File: src/rtl/fabric_arb_pkg.sv
// Shared arbitration helpers for the fabric memory arbiters.
// Round-robin pick and error-flag bit positions.
package fabric_arb_pkg;

  localparam int MAX_PORTS = 32;

  localparam int ERR_EMPTY_DONE = 0;
  localparam int ERR_LOCK_DROP  = 1;

  typedef logic [MAX_PORTS-1:0] port_vec_t;

  // One-hot pick of the first valid port at or after ptr, wrapping at n.
  function automatic port_vec_t rr_pick(
    input port_vec_t valid,
    input int        n,
    input int        ptr
  );
    port_vec_t oh;
    logic      found;
    int        idx;
    oh    = '0;
    found = 1'b0;
    for (int i = 0; i < MAX_PORTS; i++) begin
      if (i < n) begin
        idx = ptr + i;
        if (idx >= n) idx = idx - n;
        if (!found && valid[idx]) begin
          oh[idx] = 1'b1;
          found   = 1'b1;
        end
      end
    end
    return oh;
  endfunction

endpackage

File: src/rtl/fabric_id_fifo.sv
// In-order ID FIFO: remembers which requester issued each
// outstanding memory operation so completions can be routed back.
module fabric_id_fifo
  import fabric_arb_pkg::*;
#(
  parameter int WIDTH = 2,
  parameter int DEPTH = 4
) (
  input  logic             clk,
  input  logic             rst,
  input  logic             push,
  input  logic [WIDTH-1:0] din,
  input  logic             pop,
  output logic             full,
  output logic             empty,
  output logic [WIDTH-1:0] head
);

  localparam int AW = $clog2(DEPTH);
  localparam int CW = AW + 1;

  logic [WIDTH-1:0] mem_q [DEPTH];
  logic [WIDTH-1:0] mem_d [DEPTH];
  logic [AW-1:0]    wr_q, wr_d;
  logic [AW-1:0]    rd_q, rd_d;
  logic [CW-1:0]    cnt_q, cnt_d;
  logic             push_ok, pop_ok;

  assign full    = (cnt_q == CW'(DEPTH));
  assign empty   = (cnt_q == '0);
  assign head    = mem_q[rd_q];
  assign push_ok = push && !full;
  assign pop_ok  = pop && !empty;

  // Pointer, count and storage updates.
  always_comb begin
    mem_d = mem_q;
    wr_d  = wr_q;
    rd_d  = rd_q;
    cnt_d = cnt_q;
    if (push_ok) begin
      mem_d[wr_q] = din;
      wr_d        = wr_q + 1'b1;
    end
    if (pop_ok) rd_d = rd_q + 1'b1;
    unique case ({push_ok, pop_ok})
      2'b10:   cnt_d = cnt_q + 1'b1;
      2'b01:   cnt_d = cnt_q - 1'b1;
      default: cnt_d = cnt_q;
    endcase
  end

  // State registers.
  always_ff @(posedge clk or posedge rst) begin
    if (rst) begin
      mem_q <= '{default: '0};
      wr_q  <= '0;
      rd_q  <= '0;
      cnt_q <= '0;
    end else begin
      mem_q <= mem_d;
      wr_q  <= wr_d;
      rd_q  <= rd_d;
      cnt_q <= cnt_d;
    end
  end

endmodule

File: src/rtl/fabric_store_arbiter.sv
// Shares one memory store port among several store PEs with a
// locking round-robin grant and routes completions back in order.
module fabric_store_arbiter
  import fabric_arb_pkg::*;
#(
  parameter  int NUM_PORTS  = 4,
  parameter  int DATA_WIDTH = 32,
  parameter  int TAG_WIDTH  = 0,
  parameter  int DONE_DEPTH = 4,
  localparam int PW         = DATA_WIDTH + TAG_WIDTH,
  localparam int DONE_PW    = (TAG_WIDTH > 0) ? TAG_WIDTH : 1,
  localparam int IDW        = $clog2(NUM_PORTS)
) (
  input  logic                    clk,
  input  logic                    rst,
  input  logic [NUM_PORTS-1:0]    req_valid,
  output logic [NUM_PORTS-1:0]    req_ready,
  input  logic [NUM_PORTS*PW-1:0] req_addr,
  input  logic [NUM_PORTS*PW-1:0] req_data,
  output logic                    mem_valid,
  input  logic                    mem_ready,
  output logic [PW-1:0]           mem_addr,
  output logic [PW-1:0]           mem_data,
  input  logic                    mem_done_valid,
  output logic                    mem_done_ready,
  input  logic [DONE_PW-1:0]      mem_done_data,
  output logic [NUM_PORTS-1:0]    done_valid,
  input  logic [NUM_PORTS-1:0]    done_ready,
  output logic [DONE_PW-1:0]      done_data,
  output logic [1:0]              err
);

  logic [IDW-1:0] rr_ptr_q, rr_ptr_d;
  logic [IDW-1:0] locked_id_q, locked_id_d;
  logic           lock_q, lock_d;
  logic [1:0]     err_q, err_d;
  logic [IDW-1:0] grant, head;
  logic           cand_valid, full, empty, fire, pop;
  port_vec_t      vpad, pick;

  // Grant selection: locked port wins, else round-robin scan.
  always_comb begin
    vpad                 = '0;
    vpad[NUM_PORTS-1:0]  = req_valid;
    pick                 = rr_pick(vpad, NUM_PORTS, int'(rr_ptr_q));
    grant                = '0;
    cand_valid           = 1'b0;
    if (lock_q) begin
      grant      = locked_id_q;
      cand_valid = req_valid[locked_id_q];
    end else begin
      for (int i = 0; i < MAX_PORTS; i++) begin
        if (pick[i]) begin
          grant      = IDW'(i);
          cand_valid = 1'b1;
        end
      end
    end
  end

  assign mem_valid = !rst && cand_valid && !full;
  assign fire      = mem_valid && mem_ready;
  assign mem_addr  = req_addr[int'(grant)*PW +: PW];
  assign mem_data  = req_data[int'(grant)*PW +: PW];

  assign mem_done_ready = !rst && !empty && done_ready[head];
  assign pop            = mem_done_valid && mem_done_ready;
  assign done_data      = mem_done_data;
  assign err            = err_q;

  // Per-port accept and completion demux.
  always_comb begin
    req_ready  = '0;
    done_valid = '0;
    if (fire) req_ready[grant] = 1'b1;
    if (!rst && mem_done_valid && !empty) done_valid[head] = 1'b1;
  end

  // Pointer, lock and sticky error next state.
  always_comb begin
    rr_ptr_d    = rr_ptr_q;
    lock_d      = lock_q;
    locked_id_d = locked_id_q;
    err_d       = err_q;
    if (fire) begin
      rr_ptr_d = (int'(grant) == NUM_PORTS - 1) ? '0 : grant + 1'b1;
      lock_d   = 1'b0;
    end else if (mem_valid) begin
      lock_d      = 1'b1;
      locked_id_d = grant;
    end
    if (lock_q && !req_valid[locked_id_q]) err_d[ERR_LOCK_DROP] = 1'b1;
    if (mem_done_valid && empty) err_d[ERR_EMPTY_DONE] = 1'b1;
  end

  // State registers.
  always_ff @(posedge clk or posedge rst) begin
    if (rst) begin
      rr_ptr_q    <= '0;
      locked_id_q <= '0;
      lock_q      <= 1'b0;
      err_q       <= '0;
    end else begin
      rr_ptr_q    <= rr_ptr_d;
      locked_id_q <= locked_id_d;
      lock_q      <= lock_d;
      err_q       <= err_d;
    end
  end

  fabric_id_fifo #(
    .WIDTH(IDW),
    .DEPTH(DONE_DEPTH)
  ) u_id_fifo (
    .clk  (clk),
    .rst  (rst),
    .push (fire),
    .din  (grant),
    .pop  (pop),
    .full (full),
    .empty(empty),
    .head (head)
  );

endmodule

File: config.mk
export PLATFORM = sky130hd
export DESIGN_NAME = fabric_store_arbiter
export DESIGN_NICKNAME = d
export VERILOG_FILES = /design/src/rtl/fabric_arb_pkg.sv /design/src/rtl/fabric_id_fifo.sv /design/src/rtl/fabric_store_arbiter.sv
export SDC_FILE = /design/constraint.sdc
export NUM_CORES = 1
export LEC_CHECK = 0
export ABC_CLOCK_PERIOD_IN_PS = 10400
export CAP_MARGIN = 20
export CORE_AREA = 5 5 130 132
export CTS_BUF_LIST = sky130_fd_sc_hd__clkbuf_16
export CTS_CLUSTER_DIAMETER = 150
export DETAILED_ROUTE_END_ITERATION = 7
export DIE_AREA = 0 0 135 137
export PLACE_DENSITY = 0.72
export SETUP_SLACK_MARGIN = 0.15
export SYNTH_ARGS = -nofsm -noshare
export SYNTH_HDL_FRONTEND = slang
export SYNTH_SLANG_ARGS = --single-unit
File: constraint.sdc
create_clock -name clk -period 10.4 [get_ports clk]
set_clock_uncertainty 0.15 [all_clocks]
set_input_delay 1.04 -clock clk [delete_from_list [all_inputs] [get_ports clk]]
set_output_delay 1.04 -clock clk [all_outputs]
set_load 0.01 [all_outputs]
# ---- Yosys cells after proc, flatten, opt, wreduce, memory -nomap -nowiden
# Index checks and enable logic that the tools add are counted.
dict set report totals {
  out_inout_bits 77
  elab_cells 205
  input_bits 269
  regBits 22
}
dict set report classes {
  bitwise_logic 6
  shift 2
  addsub 12
  n_reduce_logical 33
  n_eq_ne 4
  n_lt_le_gt_ge 20
  mux 116
}
# op count
set op_table {}
lappend op_table {{$mux 32} 8}
lappend op_table {{$shiftx 128x8->32} 2}
lappend op_table {{$ge 32x1->1 const B} 4}
lappend op_table {{$lt 32x7->1 const B} 4}
lappend op_table {{$or 32x32->32} 3}
lappend op_table {{$mux 2} 35}
lappend op_table {{$mux 1} 55}
lappend op_table {{$logic_and 1x1->1} 22}
lappend op_table {{$bmux 1 s5} 4}
lappend op_table {{$demux 1 s5} 4}
lappend op_table {{$ge 3x3->1 const B} 5}
lappend op_table {{$sub 3x3->4 const B} 3}
lappend op_table {{$lt 2x3->1 const B} 3}
lappend op_table {{$bwmux 8} 1}
lappend op_table {{$mux 4} 2}
lappend op_table {{$logic_not 1->1} 7}
lappend op_table {{$add 2x1->2 const B} 3}
lappend op_table {{$add 2x2->3 const B} 2}
lappend op_table {{$not 2->3} 2}
lappend op_table {{$pmux 3 s2} 1}
lappend op_table {{$bmux 1 s2} 2}
lappend op_table {{$bmux 2 s2} 1}
lappend op_table {{$demux 1 s2} 2}
lappend op_table {{$demux 2 s2} 1}
lappend op_table {{other kinds (14)} 17}

# ---- Depth between registers and ports, before layout
dict set report depth {
  word_depth 54
  ltp_mapped 17
  depth_no_buf 13
}

# ---- By module
# From an unflattened synthesis, not the netlist that was laid out.
dict set report hier_totals {
  cells_unflattened 384
  hier_area_um2 3861.2
}
# mod area_each_um2 seq_area_each_um2 cells_per_inst n_inst
set by_module_without_submodules {}
lappend by_module_without_submodules {fabric_store_arbiter 3086.7 175.2 325 1}
lappend by_module_without_submodules {fabric_id_fifo 774.5 375.4 59 1}

# ---- Worst setup path before layout
# OpenSTA, ideal clock, no wires.
dict set report synth_timing {
  path_type {reg-to-output}
  startpoint {reg rr_ptr_q[0]}
  endpoint {out req_ready[0]}
  stages_incl_launch_ff 17
  arrival_ns 3.246
  t_required_ns 9.210
  setup_slack_ns 5.964
  n_path_buf 5
  cell_sequence {dfrtp_1 > buf_6 > buf_2 > inv_1 > ha_1 > clkbuf_1 > mux4_2 > a211o_1 > o41ai_2 > a21oi_1 > nand2_1 > o22ai_1 > buf_2 > buf_6 > inv_1 > ha_1 > and3_1}
}
dict set report synth_between {
  elab_chain_cells 52
  elab_cells_between_ends 137
  cone_classes {add/sub (7); order compare (14); mux (99); bitwise (3); reduce/logical (14)}
}
# item line_no
set synth_rtl {}
lappend synth_rtl {{from (decl)} fabric_store_arbiter.sv:33} ;# logic [IDW-1:0] rr_ptr_q, rr_ptr_d;
lappend synth_rtl {{from (signal assigned)} fabric_store_arbiter.sv:104} ;# rr_ptr_q <= rr_ptr_d;
lappend synth_rtl {{branches (longest 14 deep; another with $ge 32x1->1)} n/a}
lappend synth_rtl {{$mux 32 (*)} fabric_arb_pkg.sv:27} ;# if (!found && valid[idx]) begin
lappend synth_rtl {{$mux 1} fabric_store_arbiter.sv:53} ;# if (pick[i]) begin
lappend synth_rtl {{$mux 2 (29 in a row)} fabric_store_arbiter.sv:53}
lappend synth_rtl {{$mux 2 (*)} fabric_store_arbiter.sv:53}
lappend synth_rtl {{$mux 2 (*)} fabric_store_arbiter.sv:48} ;# if (lock_q) begin
lappend synth_rtl {{net grant[0]} fabric_store_arbiter.sv:37} ;# logic [IDW-1:0] grant, head;
lappend synth_rtl {{$lt 2x3->1 (not written as such) or $ge 2x1->1 (tied branches)} fabric_store_arbiter.sv:75} ;# if (fire) req_ready[grant] = 1'b1;
lappend synth_rtl {{$logic_and 1x1->1 (not written as such)} fabric_store_arbiter.sv:75}
lappend synth_rtl {{$mux 1 (not written as such)} fabric_store_arbiter.sv:75}
lappend synth_rtl {{$demux 1 s2 (*)} fabric_store_arbiter.sv:75}
lappend synth_rtl {{$mux 4 (*)} fabric_store_arbiter.sv:75}
lappend synth_rtl {{to (decl)} fabric_store_arbiter.sv:17} ;# output logic [NUM_PORTS-1:0] req_ready,
# Mark *: on every way through the listed nets, which the timed path passes. The select of a mux whose other input is x is not followed.

# ---- Worst setup path after layout
dict set report layout_timing {
  startpoint {in req_valid[3]}
  endpoint {out mem_data[7]}
}
dict set report layout_between {
  elab_chain_cells 46
  elab_cells_between_ends 61
  cone_classes {shift (1); mux (51); bitwise (3); reduce/logical (6)}
}
# item line_no
set layout_rtl {}
lappend layout_rtl {{from (decl)} fabric_store_arbiter.sv:16} ;# input logic [NUM_PORTS-1:0] req_valid,
lappend layout_rtl {{$bmux 1 s5} fabric_arb_pkg.sv:27}
lappend layout_rtl {{$mux 1 (not written as such) (2 in a row)} fabric_arb_pkg.sv:27}
lappend layout_rtl {{$mux 1} fabric_arb_pkg.sv:27}
lappend layout_rtl {{$logic_not 1->1} fabric_arb_pkg.sv:27}
lappend layout_rtl {{$logic_and 1x1->1} fabric_arb_pkg.sv:27}
lappend layout_rtl {{$mux 1} fabric_arb_pkg.sv:27}
lappend layout_rtl {{$logic_not 1->1} fabric_arb_pkg.sv:27}
lappend layout_rtl {{$logic_and 1x1->1} fabric_arb_pkg.sv:27}
lappend layout_rtl {{$mux 1} fabric_arb_pkg.sv:27}
lappend layout_rtl {{$logic_not 1->1} fabric_arb_pkg.sv:27}
lappend layout_rtl {{$logic_and 1x1->1} fabric_arb_pkg.sv:27}
lappend layout_rtl {{$mux 32 (*)} fabric_arb_pkg.sv:27}
lappend layout_rtl {{$mux 1} fabric_store_arbiter.sv:53}
lappend layout_rtl {{$mux 2 (29 in a row)} fabric_store_arbiter.sv:53}
lappend layout_rtl {{$mux 2 (*)} fabric_store_arbiter.sv:53}
lappend layout_rtl {{$mux 2 (*)} fabric_store_arbiter.sv:48}
lappend layout_rtl {{$shiftx 128x8->32 (*)} fabric_store_arbiter.sv:64} ;# assign mem_data = req_data[int'(grant)*PW +: PW];
lappend layout_rtl {{to (decl)} fabric_store_arbiter.sv:23} ;# output logic [PW-1:0] mem_data,
# Mark *: on every way between the ends. The rest lies on a longest branch, timed or not. The select of a mux whose other input is x is not followed.

==> reports/qor.csv <==
metric,value,unit
pre_cts_ws,3.56,ns
end_kind,output port,
synthDistinctLibCells,49,
setup_tns,0,ns
layout-drive-gt1-share,3.88,%
cts-root-buf,clkbuf_16,
multi_input_comb_area,3130,µm²
cts_tree,built,
crit_top_cell,clkdlybuf4s50_1,
cts_made_buffers,3,
cts.path.max_buffers,2,
initial_core_util,25.6,%
grt_pass1_vias,4782,
seq_area,551,µm²
vdd_drop_max,339,µV
worst_pin_slew,1.13,ns
drc_errors,0,
rows,46,
synth_area,3990,µm²
async_reset_ff_share,100,%
max_stage_delay,0.86,ns
internal-power,1.35,mW
period_needed,6.89,ns
cts_setup_buffers,0,
ant_nets,0,
p_clk_share,3.2,%
postCtsHoldBufs,0,
drv_cap,0,
fmax,0.145,GHz
holdCritPathClass,reg -> reg,
maxSlewViolCount,0,
setup_viol_count_final,0,
pwr-share-seq,7.3,%
yosys_warnings,0,
syn_to_final_growth,89.7,%
combPwrFrac,89.4,%
syn_nets,693,
p_leak,3.47,nW
via_count,4386,
worstPathRequired,9.21,ns
routed_wl,19.1,mm
cts.repair.resized,0,
crit_fanout,48,
arrival,5.70,ns
drt_iter0_drc,176,
hold_viol,0,
dieArea,18500,µm²
grt_pass1_wl,27.4,mm
ys_seq_elements,22,
cts-htree-levels,1,
fillers,1472,
io_buffers,343,
min_period_over_period,66.2,%
start_kind,input port,
place_congestion,0.971,
synth.most_common_cell,mux2i_1,
hpwl,16.3,mm
p_sw_share,45.1,%
avgSynthCellArea,9.82,µm²
synth-edff-count,0,
outcome,"complete, no violations",
yosys.area.top_type_share,48.4,%
setup_ws,3.51,ns
yosys-top-cells-count,"193 x mux2i_1, 22 x dfrtp_1, 17 x ha_1, 17 x inv_1, 12 x nand2_1",
die_w,135,µm
slowest_stage,o22ai_4,
ys_top_cells_by_area,"mux2i_1 48%, dfrtp_1 14%, ha_1 5.3%",
p_switching,1.11,mW
clock-sinks,22,
track_usage,19.0,%
yosys.area.top_type,mux2i_1,
path_class,in -> out,
syn-instance-count,406,
grt_setup_unrepaired,no,
first_pass_iters,4,
grt_max_degree,137,
cellPowerDensity,324,nW/µm²
nets,1010,
grt_overflow,0,
antenna_found_initial,5,
die_y,137,µm
pin_count,346,
worstPathCellList,clkdlybuf4s50_1 -> mux4_2 -> or3b_1 -> a2bb2oi_1 -> a21oi_1 -> o22ai_4 -> buf_4 -> mux2i_1 -> clkdlybuf4s50_1,
post_drt_wl_per_cell,20.3,µm
avgViaCountPerCell,4.67,
clock_latency,0.25,ns
synth_flop_cell,dfrtp_1,
core-area,15600,µm²
clk_pin_slew,0.06,ns
synth-seq-area-share,13.8,%
max_slew_margin,25.0,%
## final timing paths
kind	start	to	slack [ns]	cells after the start
max in group asynchronous	rst	u_id_fifo.rd_q[0]	8.40	2
max	req_valid[3]	mem_data[7]	3.51	9
max reg2reg	rr_ptr_q[0]	rr_ptr_q[1]	5.12	10
min reg2reg	err[0]	err[0]	0.32	1
min in group asynchronous	rst	err[0]	1.19	2
min	err[0]	err[0]	0.32	1
## through the flow
stage | cell area, µm² | power [mW] | hold WS (ns) | util, % | instances
CTS | 7560 | 2.48 | 0.317 | 48.5 | 937
global placement | 7480 | 2.35 | 0.289 | 48.0 | 934
global route | 7560 | 2.63 | 0.342 | 48.5 | 938
detailed placement | 7480 | 2.38 | 0.302 | 48.0 | 934
floorplan | 3990 | 1.56 | 0.302 | - | 406
finish | 7570 | 2.45 | 0.316 | 48.5 | 940
## power groups by stage
stage / Clock (mW) / Sequential (mW) / Combinational, mW
final: 0.0796 / 0.180 / 2.19
after global routing: 0.0852 / 0.188 / 2.35
after CTS: 0.0803 / 0.180 / 2.22
after detailed placement: 0 / 0.181 / 2.20
after global placement: 0 / 0.176 / 2.17
after floorplan: 0 / 0.158 / 1.41
## registers in the layout, indices dropped and copies added (netlist names)
register / cells
err: 2
rr_ptr_q: 2
lock_q: 1
u_id_fifo.rd_q: 2
u_id_fifo.wr_q: 2
locked_id_q: 2
u_id_fifo.mem_q: 8
u_id_fifo.cnt_q: 3
## logic make-up after synthesis
kind of cell / after synthesis / share of synthesized area [%]
compound gates: 26 / 4.71
buf+inv: 51 / 8.34
simple gates: 69 / 9.66
fa+ha+maj: 18 / 5.83
mux: 214 / 56.3
flops: 22 / 13.8
xor+xnor: 6 / 1.32
## cell type report
class	instances	share of cell area [%]
tap	216	3.57
sequential	22	7.28
clock buffer	3	0.992
multi-input combinational	333	41.4
inverter	18	0.893
timing repair buffer	345	45.7
antenna	3	0.0992
## per-layer routing
layer | vias to the layer above | routed length (µm) | GRT usage, %
met1 | 1988 | 7500 | 23.1
li1 | 2132 | - | -
met4 | 8 | 277 | 3.36
met2 | 230 | 9420 | 33.5
met3 | 28 | 1830 | 5.85
met5 | - | 42 | 0
## worst max-delay path, delay by kind of cell
kind / cells / cell delay [ns]
buf+inv: 3 / 1.98
compound gates: 3 / 1.17
mux: 2 / 1.10
simple gates: 1 / 0.38
## layout by cell type (no fill, tap or decap), types with 5 or more instances in the layout
cell	instances
a21oi_1	7
and3_1	7
clkdlybuf4s50_1	343
dfrtp_1	22
ha_1	17
inv_1	17
mux2_1	6
mux2_2	8
mux2i_1	193
mux4_2	7
nand2_1	12
nand2b_1	9
nand3_1	5
nor2_1	9
nor3_1	7
No activity file was read; power rests on OpenSTA's default activity.
